**src/rtl/ctu_clsp_clkgn_nstep_mc_if.sv**
```systemverilog
// Config, trigger, LCM and enable signals of the N-step clock-enable generator.
// The master side (CTU / JTAG logic) drives the controls; the generator is the slave.
interface ctu_clsp_clkgn_nstep_mc_if #(
  parameter int NDOM  = 3,
  parameter int CNT_W = 8,
  parameter int LCM_W = 14
);
  logic             cfg_ld;
  logic [NDOM-1:0]  cfg_dom;
  logic [CNT_W-1:0] cfg_cnt;
  logic [1:0]       cfg_mode;
  logic             trigger;
  logic [LCM_W-1:0] lcm_div;
  logic             lcm_restart;
  logic             force_cken;
  logic             testmode_l;
  logic             coin_edge;
  logic [NDOM-1:0]  nstep_sel;
  logic [NDOM-1:0]  nstep_busy;
  logic [NDOM-1:0]  nstep_done;

  modport master (
    output cfg_ld, cfg_dom, cfg_cnt, cfg_mode, trigger, lcm_div,
           lcm_restart, force_cken, testmode_l,
    input  coin_edge, nstep_sel, nstep_busy, nstep_done
  );

  modport slave (
    input  cfg_ld, cfg_dom, cfg_cnt, cfg_mode, trigger, lcm_div,
           lcm_restart, force_cken, testmode_l,
    output coin_edge, nstep_sel, nstep_busy, nstep_done
  );
endinterface

```
**src/rtl/ctu_clsp_clkgn_nstep_mc.sv**
```systemverilog
// Multi-domain N-step clock-enable generator: one shared trigger starts every armed
// domain on a common coincident edge, so step sequences repeat exactly run to run.
module ctu_clsp_clkgn_nstep_mc #(
  parameter int NDOM  = 3,
  parameter int CNT_W = 8,
  parameter int LCM_W = 14
) (
  input  logic                      clk,
  input  logic                      io_pwron_rst,
  ctu_clsp_clkgn_nstep_mc_if.slave  bus
);

  localparam logic [1:0] MODE_FREE = 2'b01;
  localparam logic [1:0] MODE_OFF  = 2'b10;

  typedef enum logic [1:0] {
    ST_IDLE = 2'd0,
    ST_ARM  = 2'd1,
    ST_RUN  = 2'd2
  } state_e;

  // ---------------------------------------------------------------------------
  // Trigger synchronizer and rising-edge one-shot
  // ---------------------------------------------------------------------------
  logic r_trig_meta;
  logic r_trig_sync;
  logic r_trig_dly;
  logic w_trig_1sht;

  // NOTE: state is updated with non-blocking assignments so every flop samples the
  // pre-edge value of its neighbours; blocking here would collapse the sync chain.
  always_ff @(posedge clk or posedge io_pwron_rst) begin
    if (io_pwron_rst) begin
      r_trig_meta <= 1'b0;
      r_trig_sync <= 1'b0;
      r_trig_dly  <= 1'b0;
    end else begin
      r_trig_meta <= bus.trigger;
      r_trig_sync <= r_trig_meta;
      r_trig_dly  <= r_trig_sync;
    end
  end

  assign w_trig_1sht = r_trig_sync & ~r_trig_dly;

  // ---------------------------------------------------------------------------
  // Coincident-edge (LCM) down-counter
  // ---------------------------------------------------------------------------
  logic [LCM_W-1:0] r_lcm_cnt;
  logic             r_coin_edge;

  always_ff @(posedge clk or posedge io_pwron_rst) begin
    if (io_pwron_rst) begin
      r_lcm_cnt   <= '0;
      r_coin_edge <= 1'b0;
    end else begin
      if (bus.lcm_restart || (r_lcm_cnt <= LCM_W'(1))) begin
        r_lcm_cnt <= bus.lcm_div;
      end else begin
        r_lcm_cnt <= r_lcm_cnt - LCM_W'(1);
      end
      // A divider of 0 parks the counter at 0, so it must still mark every cycle.
      r_coin_edge <= (r_lcm_cnt == LCM_W'(1)) ||
                     ((r_lcm_cnt == '0) && (bus.lcm_div <= LCM_W'(1)));
    end
  end

  // ---------------------------------------------------------------------------
  // Per-domain sequencers
  // ---------------------------------------------------------------------------
  state_e           r_state      [NDOM];
  state_e           w_state_nx   [NDOM];
  logic [CNT_W-1:0] r_cnt        [NDOM];
  logic [CNT_W-1:0] w_cnt_nx     [NDOM];
  logic [CNT_W-1:0] r_cfg_cnt    [NDOM];
  logic [CNT_W-1:0] w_cfg_cnt_nx [NDOM];
  logic [1:0]       r_cfg_mode   [NDOM];
  logic [1:0]       w_cfg_mode_nx[NDOM];
  logic [NDOM-1:0]  r_sel;
  logic [NDOM-1:0]  w_sel_nx;
  logic [NDOM-1:0]  r_done;
  logic [NDOM-1:0]  w_done_nx;
  logic [NDOM-1:0]  r_stop;
  logic [NDOM-1:0]  w_stop_nx;
  logic [NDOM-1:0]  w_busy;

  always_comb begin
    for (int i = 0; i < NDOM; i++) begin
      // NOTE: every output of this block gets a default before the case statement,
      // so no path leaves a signal unassigned and no latch is inferred.
      w_state_nx[i]    = r_state[i];
      w_cnt_nx[i]      = r_cnt[i];
      w_cfg_cnt_nx[i]  = r_cfg_cnt[i];
      w_cfg_mode_nx[i] = r_cfg_mode[i];
      w_sel_nx[i]      = r_sel[i];
      w_done_nx[i]     = 1'b0;
      w_stop_nx[i]     = r_stop[i];
      w_busy[i]        = (r_state[i] != ST_IDLE);

      // Config is only accepted while idle; a load coinciding with an arming
      // trigger is seen by that same run through the *_nx values.
      if (bus.cfg_ld && bus.cfg_dom[i] && (r_state[i] == ST_IDLE)) begin
        w_cfg_cnt_nx[i]  = bus.cfg_cnt;
        w_cfg_mode_nx[i] = bus.cfg_mode;
      end

      case (r_state[i])
        ST_IDLE: begin
          if (w_trig_1sht && (w_cfg_mode_nx[i] != MODE_OFF)) begin
            if ((w_cfg_mode_nx[i] != MODE_FREE) && (w_cfg_cnt_nx[i] == '0)) begin
              w_done_nx[i] = 1'b1;
            end else begin
              w_state_nx[i] = ST_ARM;
              w_stop_nx[i]  = 1'b0;
            end
          end
        end

        ST_ARM: begin
          if (r_coin_edge) begin
            w_state_nx[i] = ST_RUN;
            w_sel_nx[i]   = 1'b1;
            w_cnt_nx[i]   = r_cfg_cnt[i];
          end
        end

        ST_RUN: begin
          if (r_cfg_mode[i] == MODE_FREE) begin
            if (r_stop[i] && r_coin_edge) begin
              w_state_nx[i] = ST_IDLE;
              w_sel_nx[i]   = 1'b0;
              w_done_nx[i]  = 1'b1;
              w_stop_nx[i]  = 1'b0;
            end else if (w_trig_1sht) begin
              w_stop_nx[i] = 1'b1;
            end
          end else if (r_sel[i]) begin
            // Accounting follows the raw enable so output gating never shortens a run.
            if (r_cnt[i] <= CNT_W'(1)) begin
              w_state_nx[i] = ST_IDLE;
              w_sel_nx[i]   = 1'b0;
              w_done_nx[i]  = 1'b1;
            end else begin
              w_cnt_nx[i] = r_cnt[i] - CNT_W'(1);
            end
          end
        end

        default: begin
          w_state_nx[i] = ST_IDLE;
          w_sel_nx[i]   = 1'b0;
        end
      endcase
    end
  end

  always_ff @(posedge clk or posedge io_pwron_rst) begin
    if (io_pwron_rst) begin
      // NOTE: the config registers are a handful of flops, not a RAM, and must come
      // up as cnt=0 / STEP, so they are reset along with the control state.
      for (int i = 0; i < NDOM; i++) begin
        r_state[i]    <= ST_IDLE;
        r_cnt[i]      <= '0;
        r_cfg_cnt[i]  <= '0;
        r_cfg_mode[i] <= 2'b00;
      end
      r_sel  <= '0;
      r_done <= '0;
      r_stop <= '0;
    end else begin
      for (int i = 0; i < NDOM; i++) begin
        r_state[i]    <= w_state_nx[i];
        r_cnt[i]      <= w_cnt_nx[i];
        r_cfg_cnt[i]  <= w_cfg_cnt_nx[i];
        r_cfg_mode[i] <= w_cfg_mode_nx[i];
      end
      r_sel  <= w_sel_nx;
      r_done <= w_done_nx;
      r_stop <= w_stop_nx;
    end
  end

  // ---------------------------------------------------------------------------
  // Outputs
  // ---------------------------------------------------------------------------
  assign bus.coin_edge  = r_coin_edge;
  assign bus.nstep_sel  = r_sel & {NDOM{~bus.force_cken & bus.testmode_l}};
  assign bus.nstep_busy = w_busy;
  assign bus.nstep_done = r_done;

endmodule

```
**src/flat_wrapper.sv**
```systemverilog
// flat-port wrapper written by rule: the top's interface ports become plain ports
module ctu_clsp_clkgn_nstep_mc_flat 
#(
  parameter int NDOM  = 3,
  parameter int CNT_W = 8,
  parameter int LCM_W = 14
)
  (clk, io_pwron_rst, bus_cfg_ld, bus_cfg_dom, bus_cfg_cnt, bus_cfg_mode, bus_trigger, bus_lcm_div, bus_lcm_restart, bus_force_cken, bus_testmode_l, bus_coin_edge, bus_nstep_sel, bus_nstep_busy, bus_nstep_done);
  ctu_clsp_clkgn_nstep_mc_if #(.NDOM(NDOM), .CNT_W(CNT_W), .LCM_W(LCM_W)) bus_i ();
  input  logic clk;
  input  logic io_pwron_rst;
  input wire logic [$bits(bus_i.cfg_ld)-1:0] bus_cfg_ld;
  input wire logic [$bits(bus_i.cfg_dom)-1:0] bus_cfg_dom;
  input wire logic [$bits(bus_i.cfg_cnt)-1:0] bus_cfg_cnt;
  input wire logic [$bits(bus_i.cfg_mode)-1:0] bus_cfg_mode;
  input wire logic [$bits(bus_i.trigger)-1:0] bus_trigger;
  input wire logic [$bits(bus_i.lcm_div)-1:0] bus_lcm_div;
  input wire logic [$bits(bus_i.lcm_restart)-1:0] bus_lcm_restart;
  input wire logic [$bits(bus_i.force_cken)-1:0] bus_force_cken;
  input wire logic [$bits(bus_i.testmode_l)-1:0] bus_testmode_l;
  output wire logic [$bits(bus_i.coin_edge)-1:0] bus_coin_edge;
  output wire logic [$bits(bus_i.nstep_sel)-1:0] bus_nstep_sel;
  output wire logic [$bits(bus_i.nstep_busy)-1:0] bus_nstep_busy;
  output wire logic [$bits(bus_i.nstep_done)-1:0] bus_nstep_done;
  assign bus_i.cfg_ld = bus_cfg_ld;
  assign bus_i.cfg_dom = bus_cfg_dom;
  assign bus_i.cfg_cnt = bus_cfg_cnt;
  assign bus_i.cfg_mode = bus_cfg_mode;
  assign bus_i.trigger = bus_trigger;
  assign bus_i.lcm_div = bus_lcm_div;
  assign bus_i.lcm_restart = bus_lcm_restart;
  assign bus_i.force_cken = bus_force_cken;
  assign bus_i.testmode_l = bus_testmode_l;
  assign bus_coin_edge = bus_i.coin_edge;
  assign bus_nstep_sel = bus_i.nstep_sel;
  assign bus_nstep_busy = bus_i.nstep_busy;
  assign bus_nstep_done = bus_i.nstep_done;
  ctu_clsp_clkgn_nstep_mc #(.NDOM(NDOM), .CNT_W(CNT_W), .LCM_W(LCM_W)) u_core (.clk(clk), .io_pwron_rst(io_pwron_rst), .bus(bus_i));
endmodule
```
**config.mk**
```make
export PLATFORM = sky130hd
export DESIGN_NAME = ctu_clsp_clkgn_nstep_mc_flat
export DESIGN_NICKNAME = d
export VERILOG_FILES = /design/src/rtl/ctu_clsp_clkgn_nstep_mc_if.sv /design/src/rtl/ctu_clsp_clkgn_nstep_mc.sv /design/src/flat_wrapper.sv
export SDC_FILE = /design/constraint.sdc
export NUM_CORES = 1
export LEC_CHECK = 0
export BUFFER_PORTS_ARGS = -buffer_cell sky130_fd_sc_hd__buf_2
export CORE_ASPECT_RATIO = 0.7
export CORE_MARGIN = 10
export CORE_UTILIZATION = 35
export CTS_BUF_LIST = sky130_fd_sc_hd__clkbuf_4 sky130_fd_sc_hd__clkbuf_8
export DETAILED_ROUTE_END_ITERATION = 16
export PLACE_DENSITY = 0.57
export SLEW_MARGIN = 10
export SYNTH_ARGS = -nofsm -noshare
export SYNTH_HDL_FRONTEND = slang
export SYNTH_SLANG_ARGS = --single-unit
```
**constraint.sdc**
```tcl
create_clock -name clk -period 2.7 [get_ports clk]
set_input_delay 0.27 -clock clk [delete_from_list [all_inputs] [get_ports clk]]
set_output_delay 0.27 -clock clk [all_outputs]
set_load 0.02 [all_outputs]
```
==> metrics.md <==
| Metric | Value |
|---|---|
| Crit path to | u_core.r_stop[2] |
| Vias | 4020 |
| Vias/cell | 5.26 |
| CP arrival | 2.77 ns |
| Rows | 36 |
| RD Place Congestion | 0.789 |
| CTS buffer count | 9 |
| WL final | 12700 microns |
| Syn Nets | 573 |
| Root Driver | clkbuf_8 |
| Final TNS setup | 0 ns |
| Slowest-stage cell, CP | dfrtp_1 |
| Top FF cell, synth | dfrtp_1 |
| Router iterations before antenna repair | 4 |
| 1st-iter DRT viols | 289 |
| I/O Pins | 44 |
| DRC | 0 |
| Required time of the critical path | 2.98 ns |
| Core area | 0.0141 sq mm |
| N_diodes | 0 |
| Netlist Area Pre-Place | 0.00507 sq mm |
| Outcome | finished, final reports clean |
| Static Leak | 0.00243 uW |
| Nets | 625 |
| Crit. End Element | flop |
| Largest stage delay on the critical path | 0.41 ns |
| Die W | 164 microns |
| Critical path launch point | u_core.r_state[0] |
| Post-Syn Instances | 517 |
| Peak VDD IR | 0.000503 V |
| Crit Reg-Reg Endpoint | u_core.r_stop[2] |
| Critical path class | flop to flop |
| Max clock buf depth | 2 |
| Fin crit share | 0.921 |
| Vias in the first global route | 3977 |
| Die area | 0.0198 sq mm |
| CTS H-tree lvls | 3 |
| Power per Cell Area | 1030 mW/mm^2 |
| Routed wire per std cell | 16.6 microns |
| Die height | 121 microns |
| Crit path max fanout | 7 |
| Final HPWL DP | 9520 microns |
| Max Cap Viol | 0 |
| Ys async rst share | 1.00 |
| RSZ-0062 raised after global routing | no |
| Max Slew Vio Count | 0 |
| Number of flops mapped to enable cells by yosys | 0 |
| Total gr overflow | 0 |
| Final-report hold violation count | 0 |
| Number of routed nets with antenna violations | 0 |
| Share of cells above drive strength 1 | 0.207 |
| Count of cell types in the netlist | 72 |
| Final Setup Violations | 0 |
| Slew margin rel. | 0.441 |
| Dpl cells | 746 |
| Post-route insts no fill | 764 |
| Initial antenna violation count | 1 |
| Port-buffer cells | 43 |
| Critical Path Source Type | flop |
| Synthesis-stage register bit count | 87 |
| Worst hold path class | input port to flop |
| Seq/Total Area, Yosys | 0.430 |
| Post-CTS Setup Repair Bufs | 0 |
| Syn avg cell area | 9.80 sq um |
| Final Skew | 0.0172 ns |
| Crit path cell chain | inv_1 > ha_1 > nand3_1 > mux2i_1 > o21ai_0 > buf_4 > a2111o_1 > o22ai_1 |
| Max Freq | 0.402 GHz |
| CTS sink cnt | 87 |
| Final Power | 5980 uW |
| First-pass GRT wire length | 21000 microns |
| Largest net degree at the start of global routing | 73 |
| Final min period | 2.49 ns |
| Worst R2R Path Depth | 8 |
| CTS tree | done |
| GRT Util Overall | 0.132 |
| Area Growth Syn to Fin | 14.5% |
| Least-Margin Pin Slew | 0.839 ns |
| Initial Util | 0.360 |
| FF-to-FF Start | u_core.r_state[0] |
| Skew-Pair Late Insertion Delay | 0.37 ns |
| Worst-path clk slew | 0.08 ns |
| Reg-to-reg slack, setup | 0.21 ns |
| Syn. warnings | 0 |
==> sequential cells by signal, indices dropped and copies added (netlist names) <==
signal,count
u_core.r_cfg_cnt,24
u_core.r_trig_sync,1
u_core.r_state,6
u_core.r_cnt,24
u_core.r_trig_dly,1
u_core.r_stop,3
u_core.r_sel,3
u_core.r_trig_meta,1
u_core.bus.coin_edge,1
u_core.r_cfg_mode,6
u_core.bus.nstep_done,3
u_core.r_lcm_cnt,14
==> critical path, delay by kind of cell, from the launching register on <==
| family | cells | cell delay (ns) |
|---|---|---|
| adder cells (fa/ha/maj) | 1 | 0.33 |
| flip-flops | 1 | 0.41 |
| AO/OA/AOI/OAI | 3 | 0.79 |
| AND/OR/NAND/NOR | 1 | 0.19 |
| multiplexers | 1 | 0.33 |
| buffers and inverters | 2 | 0.34 |
==> cell usage in the layout (no fill, tap or decap), types with 5 or more instances in the layout <==
| master | instances |
|---|---|
| dfrtp_1 | 87 |
| nand2_1 | 54 |
| buf_2 | 43 |
| o21ai_0 | 40 |
| mux2_2 | 28 |
| inv_1 | 26 |
| nor2_1 | 24 |
| ha_1 | 22 |
| nand3_1 | 19 |
| nor3_1 | 18 |
| clkbuf_8 | 12 |
| nand2b_1 | 11 |
| buf_4 | 11 |
| a2bb2oi_1 | 10 |
| o211ai_1 | 10 |
| nor2b_1 | 9 |
| mux2i_1 | 9 |
| a211oi_1 | 9 |
| a21oi_1 | 9 |
| or3_1 | 8 |
| o22ai_1 | 8 |
| nor4_1 | 8 |
| xnor2_1 | 6 |
| xor2_1 | 6 |
| a31oi_1 | 6 |
| nand4_1 | 5 |
==> through the flow <==
stage	hold slack [ns]	setup WS [ns]	cell area [sq um]	util
after floorplan	0.301	0.180	5070	-
after global placement	0.231	0.314	5560	0.395
after detailed placement	0.236	0.229	5560	0.395
after CTS	0.0953	0.213	5790	0.412
after global routing	0.111	0.0141	5800	0.413
final	0.117	0.213	5800	0.413
==> where the power goes <==
part	total, uW	switching [uW]	internal [uW]
Clock	989	477	512
Sequential	2310	497	1820
Combinational	2680	1500	1180
==> cell usage after synthesis, types with 8 or more instances <==
cell	instances	area share
a211oi_1	10	0.015
a21oi_1	9	0.0089
a2bb2oi_1	10	0.017
clkbuf_1	11	0.0082
dfrtp_1	87	0.43
ha_1	22	0.054
inv_1	27	0.020
mux2_2	28	0.062
mux2i_1	9	0.018
nand2_1	54	0.040
nand2b_1	11	0.014
nand3_1	19	0.019
nor2_1	24	0.018
nor2b_1	9	0.011
nor3_1	18	0.018
nor4_1	8	0.0099
o211ai_1	10	0.015
o21ai_0	40	0.040
o22ai_1	8	0.0099
or3_1	8	0.0099
==> per-layer routing <==
metal | GRT usage | vias up | routed length (microns)
met5 | 0 | - | 0
met4 | 0.0317 | 0 | 120
met3 | 0.0359 | 7 | 681
met2 | 0.189 | 73 | 5390
met1 | 0.191 | 1933 | 6520
li1 | - | 2007 | -
==> cells by family after synthesis <==
logic type               Yosys count  synth area share
AND/OR/NAND/NOR                  181             0.185
XOR/XNOR                          12            0.0207
multiplexers                      39            0.0859
buffers and inverters             44            0.0341
AO/OA/AOI/OAI                    132             0.190
adder cells (fa/ha/maj)           22            0.0543
flip-flops                        87             0.430
==> final cells by class <==
cell class / count / area, sq um
Inverter: 28 / 106
Clock inverter: 3 / 40.0
Fill cell: 1398 / 8250
Timing Repair Buffer: 57 / 338
Multi-Input combinational cell: 386 / 2730
Clock buffer: 13 / 173
Tap cell: 190 / 238
Sequential cell: 87 / 2180
==> what timing repair did <==
action,in CTS,in global routing
gates resized for setup,0,2
endpoints found under the setup margin,0,1
endpoints found under the hold margin,16,0
hold buffers,2,0
==> worst min path at each step <==
stage | start | end | slack [ns] | depth (start not counted)
global placement | io_pwron_rst | u_core.r_lcm_cnt[9] | 0.23 | 2
global route | bus_lcm_div[3] | u_core.r_lcm_cnt[3] | 0.11 | 3
finish | bus_lcm_div[0] | u_core.r_lcm_cnt[0] | 0.12 | 3
floorplan | bus_trigger | u_core.r_trig_meta | 0.30 | 0
detailed placement | io_pwron_rst | u_core.r_lcm_cnt[8] | 0.24 | 2
CTS | bus_lcm_div[7] | u_core.r_lcm_cnt[7] | 0.1 | 3
Note: power is estimated with default switching activity, not from simulation.
